### config.mk
export PLATFORM = sky130hd
export DESIGN_NAME = mem_stage_flat
export DESIGN_NICKNAME = d
export VERILOG_FILES = /design/src/rtl/mem_stage_if.sv /design/src/rtl/mem_stage.sv /design/src/flat_wrapper.sv
export SDC_FILE = /design/constraint.sdc
export NUM_CORES = 1
export LEC_CHECK = 0
export ABC_AREA = 0
export BUFFER_PORTS_ARGS = -buffer_cell sky130_fd_sc_hd__buf_2
export CORE_ASPECT_RATIO = 0.8
export CORE_MARGIN = 3
export CORE_UTILIZATION = 45
export CTS_BUF_LIST = sky130_fd_sc_hd__clkbuf_4
export DETAILED_ROUTE_END_ITERATION = 8
export PLACE_DENSITY_LB_ADDON = 0.1
export RECOVER_POWER = 100
export SLEW_MARGIN = 10
export SYNTH_ARGS = -nofsm -noshare
export SYNTH_HDL_FRONTEND = slang
export SYNTH_SLANG_ARGS = --single-unit
### constraint.sdc
create_clock -name clk -period 1.7 [get_ports clk]
set_input_delay 0.34 -clock clk [delete_from_list [all_inputs] [get_ports clk]]
set_output_delay 0.34 -clock clk [all_outputs]
set_load 0.01 [all_outputs]
### src/rtl/mem_stage_if.sv
// Execute->memory->writeback bundle: instruction in, memory request/completion, writeback out.
// The stage itself uses the slave view; the driver of instructions and memory model uses master.
interface mem_stage_if;
    logic        in_valid;
    logic        in_ready;
    logic [15:0] aluout;
    logic [15:0] store_data;
    logic        memread;
    logic        memwrite;
    logic [3:0]  dest_reg;
    logic        regwrite;
    logic        mem_req;
    logic        mem_we;
    logic [15:0] mem_addr;
    logic [15:0] mem_wdata;
    logic        mem_ack;
    logic [15:0] mem_rdata;
    logic        out_valid;
    logic [15:0] out_data;
    logic [3:0]  out_dest;
    logic        out_regwrite;
    logic        out_err;

    modport slave (
        input  in_valid, aluout, store_data, memread, memwrite, dest_reg, regwrite,
        input  mem_ack, mem_rdata,
        output in_ready, mem_req, mem_we, mem_addr, mem_wdata,
        output out_valid, out_data, out_dest, out_regwrite, out_err
    );

    modport master (
        output in_valid, aluout, store_data, memread, memwrite, dest_reg, regwrite,
        output mem_ack, mem_rdata,
        input  in_ready, mem_req, mem_we, mem_addr, mem_wdata,
        input  out_valid, out_data, out_dest, out_regwrite, out_err
    );
endinterface

### src/rtl/mem_stage.sv
// Pipeline memory stage: ALU results pass through, loads/stores run one blocking memory access.
// Latency 1 cycle for ALU ops, ack+1 for memory ops; in_ready drops for the whole access.
// Optional access timeout with error writeback under macro MEM_STAGE_TIMEOUT_EN.
module mem_stage (
    input  logic        clk,
    input  logic        rst,
    mem_stage_if.slave  bus
);
    typedef enum logic {IDLE, ACCESS} state_t;

    state_t      state_q, state_d;
    logic        mem_req_q, mem_req_d;
    logic        mem_we_q, mem_we_d;
    logic [15:0] mem_addr_q, mem_addr_d;
    logic [15:0] mem_wdata_q, mem_wdata_d;
    logic        is_load_q, is_load_d;
    logic [3:0]  dest_q, dest_d;
    logic        regwrite_q, regwrite_d;
    logic        out_valid_q, out_valid_d;
    logic [15:0] out_data_q, out_data_d;
    logic [3:0]  out_dest_q, out_dest_d;
    logic        out_regwrite_q, out_regwrite_d;
`ifdef MEM_STAGE_TIMEOUT_EN
    logic [7:0]  cnt_q, cnt_d;
    logic        out_err_q, out_err_d;
`endif

    always_comb begin
        state_d        = state_q;
        mem_req_d      = mem_req_q;
        mem_we_d       = mem_we_q;
        mem_addr_d     = mem_addr_q;
        mem_wdata_d    = mem_wdata_q;
        is_load_d      = is_load_q;
        dest_d         = dest_q;
        regwrite_d     = regwrite_q;
        out_valid_d    = 1'b0;
        out_data_d     = out_data_q;
        out_dest_d     = out_dest_q;
        out_regwrite_d = out_regwrite_q;
`ifdef MEM_STAGE_TIMEOUT_EN
        cnt_d          = cnt_q;
        out_err_d      = 1'b0;
`endif
        case (state_q)
            IDLE: begin
                if (bus.in_valid) begin
                    if (bus.memread || bus.memwrite) begin
                        // Read+write together is a store: memwrite decides the op.
                        state_d     = ACCESS;
                        mem_req_d   = 1'b1;
                        mem_we_d    = bus.memwrite;
                        mem_addr_d  = bus.aluout;
                        mem_wdata_d = bus.memwrite ? bus.store_data : 16'h0000;
                        is_load_d   = ~bus.memwrite;
                        dest_d      = bus.dest_reg;
                        regwrite_d  = bus.regwrite;
`ifdef MEM_STAGE_TIMEOUT_EN
                        cnt_d       = 8'd0;
`endif
                    end else begin
                        out_valid_d    = 1'b1;
                        out_data_d     = bus.aluout;
                        out_dest_d     = bus.dest_reg;
                        out_regwrite_d = bus.regwrite;
                    end
                end
            end
            ACCESS: begin
                if (bus.mem_ack) begin
                    state_d        = IDLE;
                    mem_req_d      = 1'b0;
                    mem_we_d       = 1'b0;
                    mem_wdata_d    = 16'h0000;
                    out_valid_d    = 1'b1;
                    out_data_d     = is_load_q ? bus.mem_rdata : mem_addr_q;
                    out_dest_d     = dest_q;
                    out_regwrite_d = is_load_q & regwrite_q;
                end
`ifdef MEM_STAGE_TIMEOUT_EN
                else if (cnt_q == 8'hFF) begin
                    state_d        = IDLE;
                    mem_req_d      = 1'b0;
                    mem_we_d       = 1'b0;
                    mem_wdata_d    = 16'h0000;
                    out_valid_d    = 1'b1;
                    out_err_d      = 1'b1;
                    out_data_d     = mem_addr_q;
                    out_dest_d     = dest_q;
                    out_regwrite_d = 1'b0;
                end else begin
                    cnt_d = cnt_q + 8'd1;
                end
`endif
            end
        endcase
    end

    always_ff @(posedge clk) begin
        if (rst) begin
            state_q        <= IDLE;
            mem_req_q      <= 1'b0;
            mem_we_q       <= 1'b0;
            mem_addr_q     <= 16'h0000;
            mem_wdata_q    <= 16'h0000;
            is_load_q      <= 1'b0;
            dest_q         <= 4'h0;
            regwrite_q     <= 1'b0;
            out_valid_q    <= 1'b0;
            out_data_q     <= 16'h0000;
            out_dest_q     <= 4'h0;
            out_regwrite_q <= 1'b0;
`ifdef MEM_STAGE_TIMEOUT_EN
            cnt_q          <= 8'd0;
            out_err_q      <= 1'b0;
`endif
        end else begin
            state_q        <= state_d;
            mem_req_q      <= mem_req_d;
            mem_we_q       <= mem_we_d;
            mem_addr_q     <= mem_addr_d;
            mem_wdata_q    <= mem_wdata_d;
            is_load_q      <= is_load_d;
            dest_q         <= dest_d;
            regwrite_q     <= regwrite_d;
            out_valid_q    <= out_valid_d;
            out_data_q     <= out_data_d;
            out_dest_q     <= out_dest_d;
            out_regwrite_q <= out_regwrite_d;
`ifdef MEM_STAGE_TIMEOUT_EN
            cnt_q          <= cnt_d;
            out_err_q      <= out_err_d;
`endif
        end
    end

    assign bus.in_ready     = (state_q == IDLE) && !rst;
    assign bus.mem_req      = mem_req_q;
    assign bus.mem_we       = mem_we_q;
    assign bus.mem_addr     = mem_addr_q;
    assign bus.mem_wdata    = mem_wdata_q;
    assign bus.out_valid    = out_valid_q;
    assign bus.out_data     = out_data_q;
    assign bus.out_dest     = out_dest_q;
    assign bus.out_regwrite = out_regwrite_q;
`ifdef MEM_STAGE_TIMEOUT_EN
    assign bus.out_err      = out_err_q;
`else
    assign bus.out_err      = 1'b0;
`endif
endmodule

### src/flat_wrapper.sv
// flat-port wrapper written by rule: the top's interface ports become plain ports
module mem_stage_flat 
  (clk, rst, bus_in_valid, bus_aluout, bus_store_data, bus_memread, bus_memwrite, bus_dest_reg, bus_regwrite, bus_mem_ack, bus_mem_rdata, bus_in_ready, bus_mem_req, bus_mem_we, bus_mem_addr, bus_mem_wdata, bus_out_valid, bus_out_data, bus_out_dest, bus_out_regwrite, bus_out_err);
  mem_stage_if bus_i ();
  input  logic clk;
  input  logic rst;
  input wire logic [$bits(bus_i.in_valid)-1:0] bus_in_valid;
  input wire logic [$bits(bus_i.aluout)-1:0] bus_aluout;
  input wire logic [$bits(bus_i.store_data)-1:0] bus_store_data;
  input wire logic [$bits(bus_i.memread)-1:0] bus_memread;
  input wire logic [$bits(bus_i.memwrite)-1:0] bus_memwrite;
  input wire logic [$bits(bus_i.dest_reg)-1:0] bus_dest_reg;
  input wire logic [$bits(bus_i.regwrite)-1:0] bus_regwrite;
  input wire logic [$bits(bus_i.mem_ack)-1:0] bus_mem_ack;
  input wire logic [$bits(bus_i.mem_rdata)-1:0] bus_mem_rdata;
  output wire logic [$bits(bus_i.in_ready)-1:0] bus_in_ready;
  output wire logic [$bits(bus_i.mem_req)-1:0] bus_mem_req;
  output wire logic [$bits(bus_i.mem_we)-1:0] bus_mem_we;
  output wire logic [$bits(bus_i.mem_addr)-1:0] bus_mem_addr;
  output wire logic [$bits(bus_i.mem_wdata)-1:0] bus_mem_wdata;
  output wire logic [$bits(bus_i.out_valid)-1:0] bus_out_valid;
  output wire logic [$bits(bus_i.out_data)-1:0] bus_out_data;
  output wire logic [$bits(bus_i.out_dest)-1:0] bus_out_dest;
  output wire logic [$bits(bus_i.out_regwrite)-1:0] bus_out_regwrite;
  output wire logic [$bits(bus_i.out_err)-1:0] bus_out_err;
  assign bus_i.in_valid = bus_in_valid;
  assign bus_i.aluout = bus_aluout;
  assign bus_i.store_data = bus_store_data;
  assign bus_i.memread = bus_memread;
  assign bus_i.memwrite = bus_memwrite;
  assign bus_i.dest_reg = bus_dest_reg;
  assign bus_i.regwrite = bus_regwrite;
  assign bus_i.mem_ack = bus_mem_ack;
  assign bus_i.mem_rdata = bus_mem_rdata;
  assign bus_in_ready = bus_i.in_ready;
  assign bus_mem_req = bus_i.mem_req;
  assign bus_mem_we = bus_i.mem_we;
  assign bus_mem_addr = bus_i.mem_addr;
  assign bus_mem_wdata = bus_i.mem_wdata;
  assign bus_out_valid = bus_i.out_valid;
  assign bus_out_data = bus_i.out_data;
  assign bus_out_dest = bus_i.out_dest;
  assign bus_out_regwrite = bus_i.out_regwrite;
  assign bus_out_err = bus_i.out_err;
  mem_stage u_core (.clk(clk), .rst(rst), .bus(bus_i));
endmodule
=== Word level (Yosys, flattened, before mapping) ===
Cells that the tools add are included.
Widths: inputs -> output; s select.

* Equal/unequal tests: 4
* Mux-type cells: 33
* Bitwise logic cells: 3
* Reduce and logical (&&, ||, !) cells: 6

{| class="wikitable"
|+ Operators by type and width
! operator !! count
|-
| $mux 16 || 8
|-
| $pmux 16 s2 || 2
|-
| $mux 1 || 14
|-
| $mux 4 || 3
|-
| $pmux 1 s2 || 5
|-
| $reduce_and 3->1 || 3
|-
| $pmux 4 s2 || 1
|-
| $ne 2x2->1 const B || 3
|-
| $ne 2x1->1 const B || 1
|-
| $not 1->1 || 2
|-
| $and 1x1->1 || 1
|-
| $logic_and 1x1->1 || 1
|-
| $logic_not 1->1 || 1
|-
| $logic_or 1x1->1 || 1
|}

* Bits in registers: 63
* Input port bits: 59
* Logic and storage cells: 58

=== Depth between registers and ports, before layout ===
Gate-level depths: netlist of run 1.

* Word-level depth: 4
* Depth in mapped cells: 6
* Mapped depth without buffers: 3

=== Least setup slack after synthesis of run 1 ===
No wires, ideal clock.

* Path type: register to register
* Start point: register u_core.state_q
* End point: register u_core.out_data_q[1] (netlist: u_core.bus.out_data[1])
* Library setup time: 125 ps
* Data arrival time: 1313 ps
* Required time: 1575 ps
* Path slack: 263 ps
* Stages on the path, launching flop included: 6
* Buffers on the path: 2
* Clock period less this slack: 1437 ps
* Cells stage by stage: dfxtp_1 buf_6 nor4b_4 nor3_2 buf_4 o2bb2ai_1

* Cells in the longest elaborated chain, start to end: 3

{| class="wikitable"
|+ RTL lines
! item !! line !! source
|-
| from (decl) || mem_stage.sv:11 || <nowiki>state_t state_q, state_d;</nowiki>
|-
| from (signal assigned) || mem_stage.sv:118 || <nowiki>state_q <= state_d;</nowiki>
|-
| $not 1->1 (no source line) || - ||
|-
| $ne 2x2->1 (no source line) || - ||
|-
| $reduce_and 3->1 (no source line) || - ||
|-
| to (signal assigned) || mem_stage.sv:127 || <nowiki>out_data_q <= out_data_d;</nowiki>
|-
| to (decl) || mem_stage.sv:20 || <nowiki>logic [15:0] out_data_q, out_data_d;</nowiki>
|}

Several ways; a longest one is shown, not always the timed one.
A chain may end at the register's enable or synchronous reset.

=== Worst setup path after layout of run 1 ===
* Start point: register u_core.state_q
* End point: output port bus_in_ready

* Cells in the longest elaborated chain, start to end: 2

{| class="wikitable"
|+ RTL lines
! item !! line !! source
|-
| $not 1->1 (no source line) || - ||
|-
| $logic_and 1x1->1 || mem_stage.sv:137 || <nowiki>assign bus.in_ready = (state_q == IDLE) && !rst;</nowiki>
|-
| to (decl) || flat_wrapper.sv:16 || <nowiki>output wire logic [$bits(bus_i.in_ready)-1:0] bus_in_ready;</nowiki>
|}

Every way passes these cells.

==> flow_metrics.env, run 1 <==
export IMPL_layout_commonest_cell="dfxtp_1"
export IMPL_worstPathRequired_ps=1360
export IMPL_grt_usage=0.2194
export IMPL_drive_above_1_share=0.3051
export IMPL_whs_ps=167.1
export IMPL_clock_path_buffers=2
export IMPL_rrSetupSlack_ps=150
export IMPL_placed_cell_area_um2=3480
export IMPL_power_density_nw_per_um2=967.0
export IMPL_dieArea_um2=7205
export IMPL_ios=117
export IMPL_drc=0
export IMPL_ctsHtreeMaxLevel=3
export IMPL_yosysSeqAreaShare=0.4508
export IMPL_vias_per_cell=5.387
export IMPL_cts_sinks=63
export IMPL_final_area_um2=3602
export IMPL_routed_wirelength_um=7902
export IMPL_p_clk_frac=0.368
export IMPL_grt_pass1_wl_um=12520
export IMPL_final_nets=467
export IMPL_antenna_found_initial=0
export IMPL_die_y_um=76.53
export IMPL_min_period_ps=1579
export IMPL_tritoncts="built"
export IMPL_p_leak_nw=1.378
export IMPL_syn_nets=352
export IMPL_final_cell_mix="62 x dfxtp_1, 58 x buf_2, 56 x clkbuf_1"
export IMPL_synth_cells=293
export IMPL_synth_edf_count=0
export IMPL_fillCellCount=566
export IMPL_synth_async_reset_ratio=0
export IMPL_netlist_area_um2=2798
export IMPL_total_power_mw=3.483
export IMPL_drv_cap=0
export IMPL_grt_overflow_total=0
export IMPL_synth_distinct_cells=31
export IMPL_wl_per_cell_um=16.00
export IMPL_min_period_over_period=0.9289
export IMPL_startpoint_type="register"
export IMPL_dp_slack_ps=-218.3
export IMPL_fmax_mhz=633.2
export IMPL_seqCellArea_um2=1262
export IMPL_synth_ff_type="dfxtp_1"
export IMPL_die_w_um=94.16
export IMPL_intPower_mw=2.548
export IMPL_antenna_cells=0
export IMPL_cts_root_buf="clkbuf_4"
export IMPL_p_comb_frac=0.167
export IMPL_synth_seq_cells=63
export IMPL_fin_skew_ps=14.26
export IMPL_postSynthAreaPerCell_um2=9.548
export IMPL_setup_viol=0
export IMPL_peakVddDrop_uv=787.3
export IMPL_end_kind="primary output"
export IMPL_initialDrtViolationCount=150
export IMPL_multi_input_area_um2=1398
export IMPL_crit_type="register to primary output"
export IMPL_dpl_hpwl_um=5614
export IMPL_ant_nets=0
export IMPL_core_area_um2=5974
export IMPL_start_util=0.4683
export IMPL_slew_viol_final=0
export IMPL_rows=25
export IMPL_vias=2661
export IMPL_worst_path_max_fanout=22
export IMPL_grt_pass1_vias=2512
export IMPL_dr_pass1_iters=5
export IMPL_grt_max_degree=29
export IMPL_hold_viol=0
export IMPL_arrival_ps=1240
export IMPL_fin_ws_ps=120.8
export IMPL_tightest_slew_ps=854.1
export IMPL_rsz0062_at_grt="no"
export IMPL_p_switching_uw=935.1
export IMPL_slew_headroom=0.4287
export IMPL_switching_share=0.2684
export IMPL_hp_class="primary input to register"
export IMPL_synthToLayoutAreaGrowth_pct=28.76
export IMPL_p_seq_frac=0.465
export IMPL_cts_buffers=9
export IMPL_gp_congestion=0.7792
export IMPL_yosys_warnings=0
export IMPL_portBuffers=115
export IMPL_clock_latency_ps=400
export IMPL_status="completed"
export IMPL_path_clk_slew_ps=100
==> layer usage <==
layer,GRT usage,vias to the layer above,part of all wire
met2,0.3272,102,0.45
met5,0,-,0
li1,-,1307,-
met3,0.08588,8,0.080
met1,0.2954,1244,0.46
met4,0.05772,0,0.0092
==> worst max-delay path, cell delays in order, from the launching register on <==
cell and delay [ps]:
dfxtp_2 400, buf_8 220, nor2_1 70, clkbuf_2 130
==> kinds of logic after synthesis <==
| family | synth area share |
|---|---|
| AOI/OAI and AO/OA | 0.2464 |
| buffers and inverters | 0.05545 |
| DFF | 0.4508 |
| muxes | 0.1360 |
| other | 0.001340 |
| and+or+nand+nor | 0.1100 |
==> state kept, by name, summed over array words and instances, names as in the netlist <==
| signal | cells |
|---|---|
| u_core.is_load_q | 1 |
| u_core.bus.mem_we | 1 |
| u_core.bus.out_dest | 4 |
| u_core.bus.mem_wdata | 16 |
| u_core.bus.mem_req | 1 |
| u_core.state_q | 1 |
| u_core.dest_q | 4 |
| u_core.regwrite_q | 1 |
| u_core.bus.out_data | 16 |
| u_core.bus.out_regwrite | 1 |
| u_core.bus.mem_addr | 16 |
| u_core.bus.out_valid | 1 |
==> cell usage after synthesis, drive strengths merged, types with 2 or more instances <==
cell | number | area share
clkbuf | 15 | 0.020
mux2 | 16 | 0.064
nand2 | 19 | 0.025
nand3 | 22 | 0.039
o21ai | 22 | 0.039
o2bb2ai | 16 | 0.070
o211ai | 17 | 0.046
a21oi | 41 | 0.073
dfxtp | 63 | 0.45
nor2 | 2 | 0.0027
buf | 16 | 0.034
mux2i | 20 | 0.072
nand2b | 3 | 0.0067
nor3 | 7 | 0.014
a211oi | 4 | 0.011
==> layout make-up <==
class,count,share of cell area
Tap cell,81,0.02813
Multi-Input combinational cell,198,0.3880
Clock inverter,7,0.03091
Sequential cell,63,0.3505
Clock buffer,9,0.01876
Timing Repair Buffer,135,0.1827
Inverter,1,0.001042
==> power groups by stage <==
stage	Sequential (mW)	Clock [mW]	Combinational (mW)
2_1_floorplan	1.67	0	0.323
3_3_place_gp	1.65	0	0.590
3_5_place_dp	1.65	0	0.600
4_1_cts	1.62	1.31	0.607
5_1_grt	1.63	1.38	0.639
6_report	1.62	1.28	0.583
==> repair_timing <==
item / CTS / global route
pin swaps: 0 / 0
buffers inserted: 0 / 0
gates cloned: 0 / 0
endpoints found under the setup margin: 17 / 1
hold buffers: 0 / 0
gates resized for setup: 3 / 1
==> per-stage QoR <==
step	utilization	cells	TNS (ps)
after global placement	0.5824	478	-2231
after CTS	0.6153	494	0
after detailed placement	0.5824	478	-2999
after floorplan	-	293	0
final	0.6029	494	0
after global routing	0.6029	494	0
==> final timing paths <==
check,startpoint,to,cells past startpoint
max,u_core.state_q,bus_in_ready,3
max reg2reg,u_core.state_q,u_core.bus.out_data[13],3
min reg2reg,u_core.bus.mem_req,u_core.bus.mem_req,2
min,bus_store_data[10],u_core.bus.mem_wdata[10],3
(Power assumes the default switching activity.)
==> inputs of run 2 (changes only) <==
--- a/config.mk
+++ b/config.mk
@@ -10,7 +10,6 @@
 export CORE_ASPECT_RATIO = 0.8
 export CORE_MARGIN = 3
 export CORE_UTILIZATION = 45
-export CTS_BUF_LIST = sky130_fd_sc_hd__clkbuf_4
 export DETAILED_ROUTE_END_ITERATION = 8
 export PLACE_DENSITY_LB_ADDON = 0.1
 export RECOVER_POWER = 100
==> run 2 against run 1 <==
Core utilization rose by 1.0 points. Combinational power barely moved. Cell count did not move. Maximum frequency rose by 2.8%. Die area did not move. Routed wire length rose by 0.77%. Clock skew fell by 6.3 ps. Count of clock-buffer cells in the layout rose by 1. First-iteration DRC count fell by 27%. Critical path depth rose by 2. Non-clock buffer count did not move. Via count fell by 1.8%. Critical path type is now register to register. Critical endpoint is now u_core.bus.mem_addr[7].
==> flow_metrics.env, run 2 (synthesis gave the netlist of run 1 again) <==
export IMPL_status="completed"
export IMPL_peakVddDrop_uv=640.8
export IMPL_cts_root_buf="clkbuf_8"
export IMPL_antenna_cells=0
export IMPL_dieArea_um2=7205
export IMPL_fillCellCount=568
export IMPL_drive_above_1_share=0.3075
export IMPL_grt_max_degree=29
export IMPL_seqCellArea_um2=1262
export IMPL_whs_ps=229.0
export IMPL_final_core_util=0.6132
export IMPL_cts_buffers=9
export IMPL_final_cell_mix="62 x dfxtp_1, 58 x buf_2, 57 x clkbuf_1"
export IMPL_placed_cell_area_um2=3480
export IMPL_vias=2613
export IMPL_die_y_um=76.53
export IMPL_tightest_slew_ps=854.1
export IMPL_top_layer="met4"
export IMPL_antenna_found_initial=0
export IMPL_arrival_ps=1810
export IMPL_cts_sinks=63
export IMPL_min_period_ps=1536
export IMPL_p_leak_nw=1.403
export IMPL_initialDrtViolationCount=109
export IMPL_clock_path_buffers=2
export IMPL_rsz0062_at_grt="no"
export IMPL_fin_skew_ps=7.996
export IMPL_ctsHtreeMaxLevel=3
export IMPL_die_w_um=94.16
export IMPL_drc=0
export IMPL_rows=25
export IMPL_grt_overflow_total=0
export IMPL_slew_viol_final=0
export IMPL_grt_pass1_wl_um=12630
export IMPL_hp_class="primary input to register"
export IMPL_layout_commonest_cell="dfxtp_1"
export IMPL_final_area_um2=3664
export IMPL_vias_per_cell=5.289
export IMPL_tritoncts="built"
export IMPL_dpl_hpwl_um=5614
export IMPL_final_nets=467
export IMPL_grt_usage=0.2195
export IMPL_ant_nets=0
export IMPL_routed_wirelength_um=7963
export IMPL_wl_per_cell_um=16.12
export IMPL_power_density_nw_per_um2=1036
export IMPL_end_kind="register"
export IMPL_met3WireLength_um=616
export IMPL_total_power_mw=3.796
export IMPL_fmax_mhz=651.1
export IMPL_hold_viol=0
export IMPL_worst_path_max_fanout=28
export IMPL_worstPathRequired_ps=1970
export IMPL_portBuffers=115
export IMPL_min_period_over_period=0.9034
export IMPL_dr_pass1_iters=4
export IMPL_slew_headroom=0.4287
export IMPL_drv_cap=0
export IMPL_drt_met1_wl_um=3624
export IMPL_startpoint_type="register"
export IMPL_synthToLayoutAreaGrowth_pct=30.95
export IMPL_setup_viol=0
export IMPL_core_area_um2=5974
export IMPL_gp_congestion=0.7792
export IMPL_start_util=0.4683
export IMPL_path_clk_slew_ps=70
export IMPL_multi_input_area_um2=1400
export IMPL_ios=117
export IMPL_grt_pass1_vias=2524
export IMPL_crit_type="register to register"
export IMPL_clock_latency_ps=340
export IMPL_wl_met2_um=3630
-- run 2: critical path, cell delays in order, from the launching register on --
cell and delay (ps):
dfxtp_2 380, buf_6 250, nand2b_1 190, buf_4 310, o21ai_0 140, a21oi_1 170
-- run 2: per-layer routing --
layer	vias to the layer above	GRT usage
li1	1300	-
met5	-	0
met1	1219	0.3025
met4	0	0.05339
met3	7	0.07700
met2	87	0.3279
-- run 2: stage by stage --
step | setup TNS (ps) | instances | worst slack [ps]
after floorplan | 0 | 293 | 262.5
after global placement | -2231 | 478 | -163.1
after detailed placement | -2999 | 478 | -218.3
after CTS | 0 | 494 | 7.854
after global routing | 0 | 494 | 35.19
final | 0 | 494 | 164.2
-- run 2: what timing repair did --
action | CTS | global route
setup buffers | 0 | 0
gates cloned | 0 | 0
hold buffers | 0 | 0
endpoints found under the setup margin | 16 | 27
resized for setup | 1 | 2
hold endpoints to repair | 0 | 0
-- run 2: path summary, 6_finish.rpt --
path                      start  cells past startpoint                      end  slack (ps)
min reg2reg  u_core.bus.mem_req                      2       u_core.bus.mem_req         460
max              u_core.state_q                      5   u_core.bus.mem_addr[7]         160
min           bus_store_data[9]                      3  u_core.bus.mem_wdata[9]         230
max reg2reg      u_core.state_q                      5   u_core.bus.mem_addr[7]         160
-- run 2: final cells by class --
cell class / instances / area share
multi-input cells: 198 / 0.3822
inverters: 1 / 0.001025
clock inverters: 6 / 0.02937
well taps: 81 / 0.02766
repair buffers: 135 / 0.1776
flip-flops and latches: 63 / 0.3446
clock buffers: 10 / 0.03757
-- run 2: power breakdown --
group	total [mW]	internal, mW	switching (mW)	leakage [nW]
Sequential	1.62	1.56	0.0569	0.515
Combinational	0.581	0.250	0.331	0.766
Clock	1.60	1.01	0.587	0.122
Total	3.80	2.82	0.975	1.40
